## config.mk

```make
export PLATFORM = sky130hd
export DESIGN_NAME = regfile_multiport_flat
export DESIGN_NICKNAME = d
export VERILOG_FILES = /design/src/rtl/regfile_pkg.sv /design/src/rtl/regfile_multiport_if.sv /design/src/rtl/regfile_clear_fsm.sv /design/src/rtl/regfile_multiport.sv /design/src/flat_wrapper.sv
export SDC_FILE = /design/constraint.sdc
export NUM_CORES = 1
export LEC_CHECK = 0
export ABC_CLOCK_PERIOD_IN_PS = 8600
export CORE_ASPECT_RATIO = 0.75
export CORE_MARGIN = 1
export CORE_UTILIZATION = 45
export DETAILED_ROUTE_END_ITERATION = 10
export PLACE_DENSITY_LB_ADDON = 0.08
export SYNTH_ARGS = -nofsm -noshare
export SYNTH_HDL_FRONTEND = slang
export SYNTH_SLANG_ARGS = --single-unit
```

## constraint.sdc

```tcl
create_clock -name Clock -period 8.6 [get_ports Clock]
set_input_delay 1.29 -clock Clock [delete_from_list [all_inputs] [get_ports Clock]]
set_output_delay 1.29 -clock Clock [all_outputs]
set_load 0.01 [all_outputs]
```

## src/rtl/regfile_pkg.sv

```systemverilog
// ============================================================================
// Package  : regfile_pkg
// Brief    : Shared types and default dimensions for the multiport register file.
// Revision : 1.0 - initial release
// ============================================================================
`default_nettype none

package regfile_pkg;

    localparam int RF_DATA_WIDTH = 16;
    localparam int RF_ADDR_WIDTH = 6;

    typedef enum logic [0:0] {
        CLEAR = 1'b0,
        READY = 1'b1
    } rf_state_t;

endpackage : regfile_pkg

`default_nettype wire

```

## src/rtl/regfile_multiport_if.sv

```systemverilog
// ============================================================================
// Interface : regfile_multiport_if
// Brief     : Write port, packed read ports and status of the register file.
// Revision  : 1.0 - initial release
// ============================================================================
`default_nettype none

interface regfile_multiport_if
    import regfile_pkg::*;
#(
    parameter int DATA_WIDTH = RF_DATA_WIDTH,
    parameter int ADDR_WIDTH = RF_ADDR_WIDTH,
    parameter int NUM_READ   = 2
);

    logic                           WriteEnable;
    logic [ADDR_WIDTH-1:0]          WriteAddress;
    logic [DATA_WIDTH-1:0]          WriteData;
    logic [NUM_READ*ADDR_WIDTH-1:0] ReadAddress;
    logic [NUM_READ*DATA_WIDTH-1:0] ReadData;
    logic                           Ready;
    logic                           WriteDropped;

    modport master (
        output WriteEnable, WriteAddress, WriteData, ReadAddress,
        input  ReadData, Ready, WriteDropped
    );

    modport slave (
        input  WriteEnable, WriteAddress, WriteData, ReadAddress,
        output ReadData, Ready, WriteDropped
    );

endinterface : regfile_multiport_if

`default_nettype wire

```

## src/rtl/regfile_clear_fsm.sv

```systemverilog
// ============================================================================
// Module   : regfile_clear_fsm
// Brief    : Post-reset sweep that zeroes every register, then holds Ready.
// Revision : 1.0 - initial release
// ============================================================================
`default_nettype none

module regfile_clear_fsm
    import regfile_pkg::*;
#(
    parameter int ADDR_WIDTH = RF_ADDR_WIDTH
) (
    input  wire logic                  Clock,
    input  wire logic                  Reset,
    output logic                       ClearWrite,
    output logic [ADDR_WIDTH:0]        ClearIndex,
    output logic                       Ready
);

    localparam int                 c_DEPTH = 2 ** ADDR_WIDTH;
    localparam logic [ADDR_WIDTH:0] c_LAST  = (ADDR_WIDTH + 1)'(c_DEPTH - 1);

    rf_state_t           r_state;
    rf_state_t           w_nextState;
    logic [ADDR_WIDTH:0] r_clearIndex;
    logic [ADDR_WIDTH:0] w_nextIndex;
    logic                r_ready;

    always_ff @(posedge Clock) begin
        if (Reset) begin
            r_state      <= CLEAR;
            r_clearIndex <= '0;
            r_ready      <= 1'b0;
        end else begin
            r_state      <= w_nextState;
            r_clearIndex <= w_nextIndex;
            r_ready      <= (w_nextState == READY);
        end
    end

    always_comb begin
        w_nextState = r_state;
        w_nextIndex = r_clearIndex;
        ClearWrite  = 1'b0;
        case (r_state)
            CLEAR: begin
                // Reset held high must leave storage untouched.
                ClearWrite  = !Reset;
                w_nextIndex = r_clearIndex + 1'b1;
                if (r_clearIndex == c_LAST) begin
                    w_nextState = READY;
                end
            end
            READY: begin
                w_nextState = READY;
            end
            default: begin
                w_nextState = CLEAR;
            end
        endcase
    end

    assign ClearIndex = r_clearIndex;
    assign Ready      = r_ready;

endmodule : regfile_clear_fsm

`default_nettype wire

```

## src/rtl/regfile_multiport.sv

```systemverilog
// ============================================================================
// Module   : regfile_multiport
// Brief    : 1W / NUM_READ-R register file with bypass, zero register, clear sweep.
// Revision : 1.0 - initial release
// ============================================================================
`default_nettype none

module regfile_multiport
    import regfile_pkg::*;
#(
    parameter int DATA_WIDTH = RF_DATA_WIDTH,
    parameter int ADDR_WIDTH = RF_ADDR_WIDTH,
    parameter int NUM_READ   = 2,
    parameter int BYPASS     = 1,
    parameter int ZERO_REG   = 1
) (
    input  wire logic           Clock,
    input  wire logic           Reset,
    regfile_multiport_if.slave  bus
);

    localparam int c_DEPTH = 2 ** ADDR_WIDTH;

    logic [DATA_WIDTH-1:0] r_registers [c_DEPTH];
    logic                  w_clearWrite;
    logic [ADDR_WIDTH:0]   w_clearIndex;
    logic                  w_ready;
    logic                  w_zeroHit;
    logic                  w_writeAccept;
    logic                  r_writeDropped;

    regfile_clear_fsm #(
        .ADDR_WIDTH (ADDR_WIDTH)
    ) u_clear_fsm (
        .Clock      (Clock),
        .Reset      (Reset),
        .ClearWrite (w_clearWrite),
        .ClearIndex (w_clearIndex),
        .Ready      (w_ready)
    );

    assign w_zeroHit     = (ZERO_REG != 0) && (bus.WriteAddress == '0);
    assign w_writeAccept = bus.WriteEnable && w_ready && !w_zeroHit;

    // The sweep owns the array until Ready; the index MSB never sets while sweeping.
    always_ff @(posedge Clock) begin
        if (w_clearWrite && !w_clearIndex[ADDR_WIDTH]) begin
            r_registers[w_clearIndex[ADDR_WIDTH-1:0]] <= '0;
        end else if (w_writeAccept && !Reset) begin
            r_registers[bus.WriteAddress] <= bus.WriteData;
        end
    end

    always_ff @(posedge Clock) begin
        if (Reset) begin
            r_writeDropped <= 1'b0;
        end else begin
            r_writeDropped <= bus.WriteEnable && !w_writeAccept;
        end
    end

    for (genvar p = 0; p < NUM_READ; p++) begin : g_read
        logic [ADDR_WIDTH-1:0] w_addr;
        assign w_addr = bus.ReadAddress[p*ADDR_WIDTH +: ADDR_WIDTH];

        assign bus.ReadData[p*DATA_WIDTH +: DATA_WIDTH] =
            !w_ready                                                   ? '0 :
            ((ZERO_REG != 0) && (w_addr == '0))                        ? '0 :
            ((BYPASS != 0) && w_writeAccept && (bus.WriteAddress == w_addr))
                                                                       ? bus.WriteData :
                                                                         r_registers[w_addr];
    end

    assign bus.Ready        = w_ready;
    assign bus.WriteDropped = r_writeDropped;

endmodule : regfile_multiport

`default_nettype wire

```

## src/flat_wrapper.sv

```systemverilog
// flat-port wrapper written by rule: the top's interface ports become plain ports
module regfile_multiport_flat import regfile_pkg::*;
#(
    parameter int DATA_WIDTH = RF_DATA_WIDTH,
    parameter int ADDR_WIDTH = RF_ADDR_WIDTH,
    parameter int NUM_READ   = 2,
    parameter int BYPASS     = 1,
    parameter int ZERO_REG   = 1
)
  (Clock, Reset, bus_WriteEnable, bus_WriteAddress, bus_WriteData, bus_ReadAddress, bus_ReadData, bus_Ready, bus_WriteDropped);
  regfile_multiport_if #(.DATA_WIDTH(DATA_WIDTH), .ADDR_WIDTH(ADDR_WIDTH), .NUM_READ(NUM_READ)) bus_i ();
  input  wire logic Clock;
  input  wire logic Reset;
  input wire logic [$bits(bus_i.WriteEnable)-1:0] bus_WriteEnable;
  input wire logic [$bits(bus_i.WriteAddress)-1:0] bus_WriteAddress;
  input wire logic [$bits(bus_i.WriteData)-1:0] bus_WriteData;
  input wire logic [$bits(bus_i.ReadAddress)-1:0] bus_ReadAddress;
  output wire logic [$bits(bus_i.ReadData)-1:0] bus_ReadData;
  output wire logic [$bits(bus_i.Ready)-1:0] bus_Ready;
  output wire logic [$bits(bus_i.WriteDropped)-1:0] bus_WriteDropped;
  assign bus_i.WriteEnable = bus_WriteEnable;
  assign bus_i.WriteAddress = bus_WriteAddress;
  assign bus_i.WriteData = bus_WriteData;
  assign bus_i.ReadAddress = bus_ReadAddress;
  assign bus_ReadData = bus_i.ReadData;
  assign bus_Ready = bus_i.Ready;
  assign bus_WriteDropped = bus_i.WriteDropped;
  regfile_multiport #(.DATA_WIDTH(DATA_WIDTH), .ADDR_WIDTH(ADDR_WIDTH), .NUM_READ(NUM_READ), .BYPASS(BYPASS), .ZERO_REG(ZERO_REG)) u_core (.Clock(Clock), .Reset(Reset), .bus(bus_i));
endmodule
```

==> parameters.txt <==
Parameter                              Value

Run status
  Result of the run    finished, violations left
  Violations in the final reports    DRC

Detailed routing
  Number of detailed-route iterations in the first pass    11
  Antenna-violating nets left    0
  Number of DRC markers in iteration 0    4,274
  Detail-routed net length per standard cell    38.8 µm
  Vias    30.6k
  DRC viols    1
  Number of vias per cell    6.93
  Wire length reported by the detailed router    171 mm

Logic synthesis
  Dominant synthesized flop cell    edfxtp_1
  Number of instances in the synthesized netlist    2,873
  Count of flip-flops with a built-in enable after synthesis    1,024
  Avg Synthesized Cell Area    roughly 17 µm²
  Number of nets in the synthesized netlist    between 2k and 3k
  Number of warnings reported in the yosys synthesis log    0
  Share of the yosys chip area belonging to registers    62.9%
  Syn Std Cell Area    49,200 µm²
  Proportion of synthesized flip-flops having asynchronous set or reset    0%
  Number of register bits inferred by synthesis    1,033
  Post-synthesis cell type count    just over 70

Layout
  Number of antenna repair diodes    0
  Syn-to-layout area delta    12.0%
  Nets    2,935
  Most common cell after layout, fill and taps aside    edfxtp_1
  Fraction of layout instances using a drive strength above 1    between 20% and 30%
  Most used cells in the layout excluding fill and tap cells    edfxtp_1, mux2i_1, mux4_2, a22oi_1, clkbuf_16
  Design Area, Final    between 50,000 and 60,000 µm²
  Number of fillers in the final layout    8,767

GRT
  Antenna violations before repair    4
  Pin count of the biggest net entering global routing    115
  Total global routing track utilization    a little under a third
  GRT overflow    0
  Number of global-route vias before repair    30.3k
  Wire length of the first global-routing pass    roughly 240 mm

Power
  Max IR drop VDD    0.169 mV
  Leakage    0.0194 µW
  Pwr Density    200 nW/µm²

Critical path
  Crit start category    input port
  Endpoint arrival time on the critical path    5.50 ns
  WP data required    ~7.3 ns
  Delay of the slowest cell on the worst path    1.03 ns
  Family with the most delay on the worst path    buffers and inverters
  Max stage delay cell, worst path    a2111oi_2
  Crit-path max FO    73
  CP bufs+invs    3
  Element type at the critical path end    output port
  Setup CP Type    input port to output port
  Crit path cell chain    buf_8 -> buf_4 -> mux2i_1 -> a22oi_1 -> nand2_1 -> o21ai_0 -> nor4_1 -> a2111oi_2 -> clkdlybuf4s50_1

Min path
  Worst min-delay path class    flip-flop to flip-flop

Place
  IO buf count    70
  Placement-stage cell area    51,500 µm²
  Final weighted congestion in routability-driven placement    0.877
  DP Wirelength    104 mm

CTS
  Post-CTS sizing    0
  Post-CTS setup buffers    0
  Cts-stage hold buffer count    0
  CTS H-tree depth    3
  TritonCTS clock tree    done
  Sink Count    between 1k and 1.5k
  Max Buffers Root-to-Sink    3
  Number of buffers created by CTS    105
  Clk root buf    clkbuf_16
  Clock Pin Slew Worst Setup and Hold Paths    0.06 ns
  Clock latency reported for the late side of the worst-skew pair    ~0.73 ns

Flow run
  Max Cap Viol    0

Timing
  Setup Total Neg Slack    0 ns
  Pin slew with the least headroom to its limit    1.43 ns
  Worst clock skew    0.0252 ns
  Endpoints failing setup    0
  Fin. max-slew vios    0
  Worst slew slack as a fraction of its limit    4.36%
  Fmax    147 MHz
  Final critical-path share of the clock period    between 70% and 80%
  RSZ-0062 raised after global routing    no
  Final critical path time including I/O delays and setup    about 6.8 ns
  Number of hold violations in the final report    0

Die
  Core area    around 110,000 µm²
  Initial Utilization    45.6%
  Boundary Pins    between 70 and 80
  Die Wd    384 µm
  Area enclosed by the die boundary    111,000 µm²
  Core Rows    104
  Die outline height    288 µm
worst min-delay path, delay by kind of cell, from the launching register on:
| kind | cells | cell delay, ns |
|---|---|---|
| flip-flops | 1 | 0.33 |
| AO/OA/AOI/OAI | 2 | 0.13 |
cells in the mapped netlist (5+ instances only):
master     count  share of area, %
dfxtp_1        9              0.37
xor2_1         7              0.12
buf_4         25              0.38
mux2_2        17              0.39
a21oi_1       62              0.63
nor4_1         9              0.11
nand2_1       74              0.57
nand4_1       24              0.31
buf_2         83              0.85
a2111oi_0     18              0.32
a22oi_1      205               3.1
o221a_2        5              0.11
o21ai_0       10              0.10
o211ai_1       6             0.092
a41oi_1       12              0.21
a211oi_1      34              0.52
a221oi_1      16              0.29
nand3_1       74              0.75
edfxtp_1    1024                63
mux4_2       322                15
buf_6         23              0.53
nor2_1       103              0.79
o21ai_1       14              0.14
nand4b_1       9              0.16
a22o_1        19              0.34
and2_1        18              0.23
a2111oi_1      5              0.10
o22ai_1       15              0.19
buf_1          8             0.061
mux2i_1      382               7.8
nor2b_1       57              0.73
nor3_1        12              0.12
xnor2_1       10              0.18
nand2b_1      11              0.14
a31oi_1        5             0.064
a32o_1         8              0.16
clkbuf_1      83              0.63
final timing paths:
kind,cells past startpoint,start,endpoint,slack [ns]
max,9,bus_ReadAddress[6],bus_ReadData[19],1.81
min,2,u_core.u_clear_fsm.ClearIndex[5],u_core.u_clear_fsm.ClearIndex[5],0.51
max reg2reg,6,u_core.u_clear_fsm.Ready,u_core.r_registers[0][13],3.63
min reg2reg,2,u_core.u_clear_fsm.ClearIndex[5],u_core.u_clear_fsm.ClearIndex[5],0.51
area by class of cell:
type | instances | area, µm² | share of cell area (%)
flip-flops and latches | 1033 | 30900 | 56.2
multi-input cells | 1611 | 17500 | 31.7
well taps | 1431 | 1790 | 3.25
inverters | 3 | 11.3 | 0.0204
clock inverters | 80 | 870 | 1.58
clock buffers | 119 | 2680 | 4.87
repair buffers | 143 | 1310 | 2.37
flip-flops by register name, summed over array words and instances, names as in the netlist:
| register | count |
|---|---|
| u_core.r_registers | 1024 |
| u_core.u_clear_fsm.Ready | 1 |
| u_core.u_clear_fsm.ClearIndex | 7 |
| u_core.bus.WriteDropped | 1 |
per-layer routing:
| metal | global-route usage [%] | part of all wire [%] |
|---|---|---|
| met3 | 5.99 | 9.3 |
| met2 | 47.6 | 46 |
| met1 | 44.0 | 41 |
| met5 | 0 | 0 |
| met4 | 11.5 | 3.9 |
per-stage QoR:
stage                     utilization (%)  worst slack, ns  hold WS (ns)  power, µW  cells
after detailed placement             47.8             1.92         0.503       6300   4221
after CTS                            51.1             1.90         0.512      11000   4420
final                                51.1             1.81         0.508      11000   4420
after global routing                 51.1             1.69         0.559      11200   4420
after global placement               47.8             1.91         0.508       6300   4221
after floorplan                         -             3.69         0.471       6040   2873
where the power goes:
part	internal, µW	switching (µW)	total (µW)
clock	2740	2060	4790
combinational	257	474	732
sequential	5470	8.70	5470
kinds of logic after synthesis:
| group | share of synthesized area [%] |
|---|---|
| compound gates | 6.81 |
| xor+xnor | 0.303 |
| fa+ha+maj | 0.0255 |
| buf+inv | 2.59 |
| flops | 62.9 |
| mux | 22.9 |
| simple gates | 4.42 |
Power figures use the tool's default switching activity.
